`src/rtl/riscv_pkg.sv`:
```
// Shared types for the RV32 pipeline control: FSM state encoding, register-file
// geometry and the bundle of per-stage stall/flush strobes.
package riscv_pkg;

  localparam int REGFILE_COUNT = 32;
  localparam int RA_W          = $clog2(REGFILE_COUNT);

  typedef enum logic [1:0] {
    RUN,
    MEM_WAIT,
    MEM_ERR
  } pipe_state_e;

  typedef struct packed {
    logic pc_stall;
    logic if_id_stall;
    logic id_ex_stall;
    logic ex_mem_stall;
    logic if_id_flush;
    logic id_ex_flush;
    logic ex_mem_flush;
  } pipe_ctrl_t;

endpackage

```
`src/rtl/riscv_hazard_detect.sv`:
```
// Combinational load-use detector: a load in EX whose rd feeds the instruction in ID.
// Register x0 never creates a hazard. Shared with the forwarding unit.
module riscv_hazard_detect #(
  parameter int RA_W = riscv_pkg::RA_W
) (
  input  logic [RA_W-1:0] id_rs1,
  input  logic [RA_W-1:0] id_rs2,
  input  logic [RA_W-1:0] ex_rd,
  input  logic            ex_mem_read,
  output logic            load_use
);

  assign load_use = ex_mem_read & (ex_rd != '0) &
                    ((ex_rd == id_rs1) | (ex_rd == id_rs2));

endmodule

```
`src/rtl/riscv_pipe_ctrl.sv`:
```
// Hazard controller for the 5-stage RV32 pipeline: load-use bubble, branch squash,
// memory wait with timeout. Optional perf counters under RISCV_PIPE_PERF_EN.
module riscv_pipe_ctrl
  import riscv_pkg::*;
#(
  parameter int REGFILE_COUNT = 32,
  parameter int MEM_TIMEOUT   = 16,
  parameter int XLEN          = 32,
  localparam int RA_W         = $clog2(REGFILE_COUNT)
) (
  input  logic            clk_i,
  input  logic            rst_ni,
  input  logic [RA_W-1:0] id_rs1_i,
  input  logic [RA_W-1:0] id_rs2_i,
  input  logic [RA_W-1:0] ex_rd_i,
  input  logic            ex_mem_read_i,
  input  logic            ex_branch_taken_i,
  input  logic            mem_req_i,
  input  logic            mem_ready_i,
  output logic            pc_stall_o,
  output logic            if_id_stall_o,
  output logic            id_ex_stall_o,
  output logic            ex_mem_stall_o,
  output logic            if_id_flush_o,
  output logic            id_ex_flush_o,
  output logic            ex_mem_flush_o,
  output logic            mem_err_o
`ifdef RISCV_PIPE_PERF_EN
  ,
  output logic [XLEN-1:0] stall_cnt_o,
  output logic [XLEN-1:0] flush_cnt_o
`endif
);

  localparam int CW = $clog2(MEM_TIMEOUT + 1);

  pipe_state_e   state, state_nx;
  logic [CW-1:0] wait_cnt, wait_cnt_nx;
  pipe_ctrl_t    ctrl;
  logic          err;
  logic          load_use;
  logic          mem_stall;

  riscv_hazard_detect #(.RA_W(RA_W)) u_hazard (
    .id_rs1      (id_rs1_i),
    .id_rs2      (id_rs2_i),
    .ex_rd       (ex_rd_i),
    .ex_mem_read (ex_mem_read_i),
    .load_use    (load_use)
  );

  assign mem_stall = mem_req_i & ~mem_ready_i;

  always_ff @(posedge clk_i or negedge rst_ni) begin
    if (!rst_ni) begin
      state    <= RUN;
      wait_cnt <= '0;
    end else begin
      state    <= state_nx;
      wait_cnt <= wait_cnt_nx;
    end
  end

  always_comb begin
    ctrl        = '0;
    err         = 1'b0;
    state_nx    = state;
    wait_cnt_nx = wait_cnt;
    if (state == MEM_ERR) begin
      // Abort cycle: squash everything younger than WB; a late ready is ignored.
      ctrl.if_id_flush  = 1'b1;
      ctrl.id_ex_flush  = 1'b1;
      ctrl.ex_mem_flush = 1'b1;
      err               = 1'b1;
      state_nx          = RUN;
      wait_cnt_nx       = '0;
    end else begin
      if (mem_stall) begin
        // Freezing the whole front end keeps any pending branch/load-use intact.
        ctrl.pc_stall     = 1'b1;
        ctrl.if_id_stall  = 1'b1;
        ctrl.id_ex_stall  = 1'b1;
        ctrl.ex_mem_stall = 1'b1;
      end else if (ex_branch_taken_i) begin
        ctrl.if_id_flush = 1'b1;
        ctrl.id_ex_flush = 1'b1;
      end else if (load_use) begin
        ctrl.pc_stall    = 1'b1;
        ctrl.if_id_stall = 1'b1;
        ctrl.id_ex_flush = 1'b1;
      end

      if (state == RUN) begin
        if (mem_stall) begin
          state_nx    = MEM_WAIT;
          wait_cnt_nx = CW'(1);
        end
      end else if (!mem_stall) begin
        state_nx    = RUN;
        wait_cnt_nx = '0;
      end else if (wait_cnt == CW'(MEM_TIMEOUT - 1)) begin
        state_nx    = MEM_ERR;
        wait_cnt_nx = '0;
      end else begin
        wait_cnt_nx = wait_cnt + CW'(1);
      end
    end
  end

  // Outputs are combinational, so they are forced quiet while reset is held.
  assign pc_stall_o     = rst_ni & ctrl.pc_stall;
  assign if_id_stall_o  = rst_ni & ctrl.if_id_stall;
  assign id_ex_stall_o  = rst_ni & ctrl.id_ex_stall;
  assign ex_mem_stall_o = rst_ni & ctrl.ex_mem_stall;
  assign if_id_flush_o  = rst_ni & ctrl.if_id_flush;
  assign id_ex_flush_o  = rst_ni & ctrl.id_ex_flush;
  assign ex_mem_flush_o = rst_ni & ctrl.ex_mem_flush;
  assign mem_err_o      = rst_ni & err;

`ifdef RISCV_PIPE_PERF_EN
  always_ff @(posedge clk_i or negedge rst_ni) begin
    if (!rst_ni) begin
      stall_cnt_o <= '0;
      flush_cnt_o <= '0;
    end else begin
      if (pc_stall_o)
        stall_cnt_o <= stall_cnt_o + XLEN'(1);
      if (if_id_flush_o | id_ex_flush_o | ex_mem_flush_o)
        flush_cnt_o <= flush_cnt_o + XLEN'(1);
    end
  end
`endif

endmodule

```
`config.mk`:
```
export PLATFORM = sky130hd
export DESIGN_NAME = riscv_pipe_ctrl
export DESIGN_NICKNAME = d
export VERILOG_FILES = /design/src/rtl/riscv_pkg.sv /design/src/rtl/riscv_hazard_detect.sv /design/src/rtl/riscv_pipe_ctrl.sv
export SDC_FILE = /design/constraint.sdc
export NUM_CORES = 1
export LEC_CHECK = 0
export ABC_AREA = 1
export ABC_CLOCK_PERIOD_IN_PS = 1150
export CAP_MARGIN = 10
export CELL_PAD_IN_SITES_DETAIL_PLACEMENT = 2
export CELL_PAD_IN_SITES_GLOBAL_PLACEMENT = 2
export CORE_ASPECT_RATIO = 0.9
export CORE_MARGIN = 2
export CORE_UTILIZATION = 18
export CTS_BUF_LIST = sky130_fd_sc_hd__clkbuf_2 sky130_fd_sc_hd__clkbuf_4 sky130_fd_sc_hd__clkbuf_8
export DETAILED_ROUTE_END_ITERATION = 8
export PLACE_DENSITY = 0.81
export REMOVE_ABC_BUFFERS = 1
export SLEW_MARGIN = 5
export SYNTH_ARGS = -nofsm -noshare
export SYNTH_HDL_FRONTEND = slang
export SYNTH_SLANG_ARGS = --single-unit
```
`constraint.sdc`:
```
create_clock -name clk_i -period 1.15 [get_ports clk_i]
set_input_delay 0.2875 -clock clk_i [delete_from_list [all_inputs] [get_ports clk_i]]
set_output_delay 0.2875 -clock clk_i [all_outputs]
set_load 0.005 [all_outputs]
```
==> impl_metrics.csv <==
group,metric,value,unit
outcome,status,"complete, but fails checks",
outcome,violations,"setup timing",
clock_network,cts_buffers,3,
timing,setup_violations,8,
worst_setup_path,crit_end,"id_ex_flush_o",
place,port_buffers,28,
logic_synthesis,synth-seq-cells,7,
worst_setup_path,r2r_start,"wait_cnt[0]",
route,met1_length,960,um
place,gp_congestion,0.724,
place,dpl.hpwl,1860,um
final_layout,layout-area-overhead-vs-synth,87.5,%
timing,period_minus_slack,1.53,ns
logic_synthesis,synth-edff-count,0,
logic_synthesis,ys_seq_area_share,27.3,%
logic_synthesis,synth.top_cells.by_count,"33 x nand2_1, 18 x inv_1, 12 x nor2_1, 7 x dfrtp_1, 6 x nand3_1",
power,power_frac_comb,30.7,%
logic_synthesis,synth_area_leader_cell,"dfrtp_1",
power,switchingPower,265,uW
power,sw_frac_of_total,28.4,%
global_routing,grt_pass1_wl,4090,um
clock_network,htree_levels,1,
route,vias_per_cell,4.07,
clock_network,cts_tree,"built",
floorplanning,die_h,60.6,um
timing,finalSetupTns,-2.70,ns
route,met2_length,1330,um
place,placed_area,1040,um2
route,routedWlPerCell,12.1,um
route,ant_nets,0,
logic_synthesis,synth_area,641,um2
clock_network,cts.path.max_buffers,2,
logic_synthesis,yosysWarnings,0,
final_layout,final_area,1200,um2
timing,drv_slew,0,
logic_synthesis,ys_async_sr_fraction,100,%
timing,hold_viol,0,
worst_setup_path,path_class,"reg2out",
flow_run,drv_cap,0,
global_routing,grt_pass1_vias,908,
clock_network,clk_latency,0.23,ns
worst_setup_path,r2r-end,"wait_cnt[3]",
route,top_layer_used,"met4",
timing,slew_headroom,84.3,%
timing,finalCritPeriodShare,133,%
route,routed_wl,2420,um
global_routing,grt_usage,13.8,%
final_layout,fillCellCount,416,
min_path,hold_path_class,"in2async",
final_layout,num-nets-final,178,
timing,rsz0062_at_grt,"yes",
route,drtPass1Iterations,2,
worst_setup_path,cp_data_required_time,0.86,ns
clock_network,cts_sinks,7,
clock_network,holdBufCountCts,0,
global_routing,grt_max_degree,8,
worst_setup_path,start_kind,"flip-flop",
logic_synthesis,synth_cells,105,
power,leakagePower,0.000633,uW
global_routing,gr-total-overflow,0,
floorplanning,initial_core_util,18.8,%
worst_setup_path,crit_chain,"inv_2 > nor2_2 > inv_2 > nor2_2 > buf_6 > a21oi_4 > nand2_1 > buf_2",
worst_setup_path,critical_path_arrival,1.24,ns
worst_setup_path,reg2reg_setup_slack,0,ns
worst_setup_path,slowest_delay,0.38,ns
logic_synthesis,netlist.area_leader.share,27.3,%
worst_setup_path,critPathCaptureType,"primary output",
power,seqPwrFrac,28.6,%
floorplanning,die_w,66.9,um
timing,max_freq,0.656,GHz
floorplanning,boundaryPins,29,
worst_setup_path,crit_path_max_fanout,2,
timing,fin_skew,0.00219,ns
power,ir_worst_vdd,0.533,mV
floorplanning,rows,20,
logic_synthesis,synthFlopType,"dfrtp_1",
clock_network,root_buffer,"clkbuf_8",
worst_setup_path,reg2regPathDepth,6,
floorplanning,core_area,3400,um2
logic_synthesis,synth.distinct_cells,20,
power,p_int,668,uW
timing,tightest_slew,0.233,ns
final_layout,diodes,0,
worst_setup_path,critPathSlowestCell,"dfrtp_1",
timing,finalWorstSetupSlack,-0.375,ns
clock_network,clk_pin_slew_worst_paths,0.04,ns
logic_synthesis,synth.most_common_cell,"nand2_1",
route,via_count,810,
logic_synthesis,postSynthAreaPerCell,6.10,um2
floorplanning,fp.dieArea,4050,um2
route,wl_met3,101,um
route,drc_errors,0,
power,powerDensity,777,nW/um2
power,clkPwrFrac,40.7,%
worst_setup_path,worstSetupStartpoint,"state[1]",
final_layout,drive_gt1_share,54.8,%
final_layout,final_core_util,35.3,%
global_routing,antenna_found_initial,0,
power,finalPower,933,uW
route,drtIter0Drc,2,
logic_synthesis,synth_top_cells_by_area,"dfrtp_1 27%, nand2_1 19%, inv_1 11%",
[critical path: cells and delay by family, from the launching register on]
family | cells | cell delay, ns
AOI/OAI and AO/OA | 1 | 0.12
DFF | 1 | 0.38
buffers and inverters | 4 | 0.37
and+or+nand+nor | 3 | 0.14
[registers in the layout (all words and copies together), names as in the netlist]
| signal | cells |
|---|---|
| state | 2 |
| wait_cnt | 5 |
[how the worst min path moves through the flow]
stage,end,from,slack [ns]
2_1_floorplan,state[0],rst_ni,-0.008
3_3_place_gp,wait_cnt[0],wait_cnt[0],0.50
3_5_place_dp,wait_cnt[0],wait_cnt[0],0.52
4_1_cts,wait_cnt[3],rst_ni,0.20
5_1_grt,wait_cnt[3],rst_ni,0.22
6_report,wait_cnt[0],rst_ni,0.20
[through the flow]
step                setup WS [ns]  instances  hold slack [ns]
floorplan                  -0.106        102         -0.00809
global placement            -1.05        186            0.501
detailed placement          -1.10        186            0.522
CTS                        -0.429        199            0.200
global route               -0.477        199            0.217
finish                     -0.375        199            0.201
[power by group through the flow]
stage	logic (uW)	registers, uW	clock network (uW)
after global placement	243	270	0
after CTS	272	266	396
final	287	266	380
after global routing	320	267	410
after detailed placement	254	272	0
after floorplan	97.7	271	0
[placed cells by master, fill, tap and decap left out, types with 2 or more instances in the layout]
cell type,count
buf_2,13
buf_4,18
buf_6,10
clkbuf_8,3
clkdlybuf4s15_1,3
clkdlybuf4s50_1,2
dfrtp_1,7
inv_1,10
inv_2,13
nand2_1,27
nand2_2,6
nand2_4,2
nand3_1,4
nand3_2,2
nor2_1,6
nor2_2,5
nor2_4,4
o21ai_0,2
xnor2_1,3
[logic make-up after synthesis]
logic type / count (synthesis) / synth area share (%)
AND/OR/NAND/NOR: 57 / 40.0
buffers and inverters: 27 / 17.6
AO/OA/AOI/OAI: 9 / 7.62
flip-flops: 7 / 27.3
XOR/XNOR: 4 / 5.47
adder cells (fa/ha/maj): 1 / 1.95
[repair_timing]
action / 4_1_cts / 5_1_grt
setup buffers: 12 / 0
pin swaps: 31 / 9
endpoints found under the setup margin: 15 / 15
resized for setup: 124 / 16
[final cells by class]
cell class | count | area, um2 | share of cell area [%]
well taps | 44 | 55.1 | 4.58
repair buffers | 49 | 398 | 33.1
multi-input cells | 71 | 434 | 36.1
flip-flops and latches | 7 | 175 | 14.6
clock buffers | 4 | 48.8 | 4.06
inverters | 24 | 90.1 | 7.50
[layer usage]
metal	global-route usage, %	vias to the layer above
li1	-	408
met1	14.7	381
met2	27.6	19
met3	1.86	2
met4	5.25	0
met5	0	-
(Power assumes the default switching activity.)
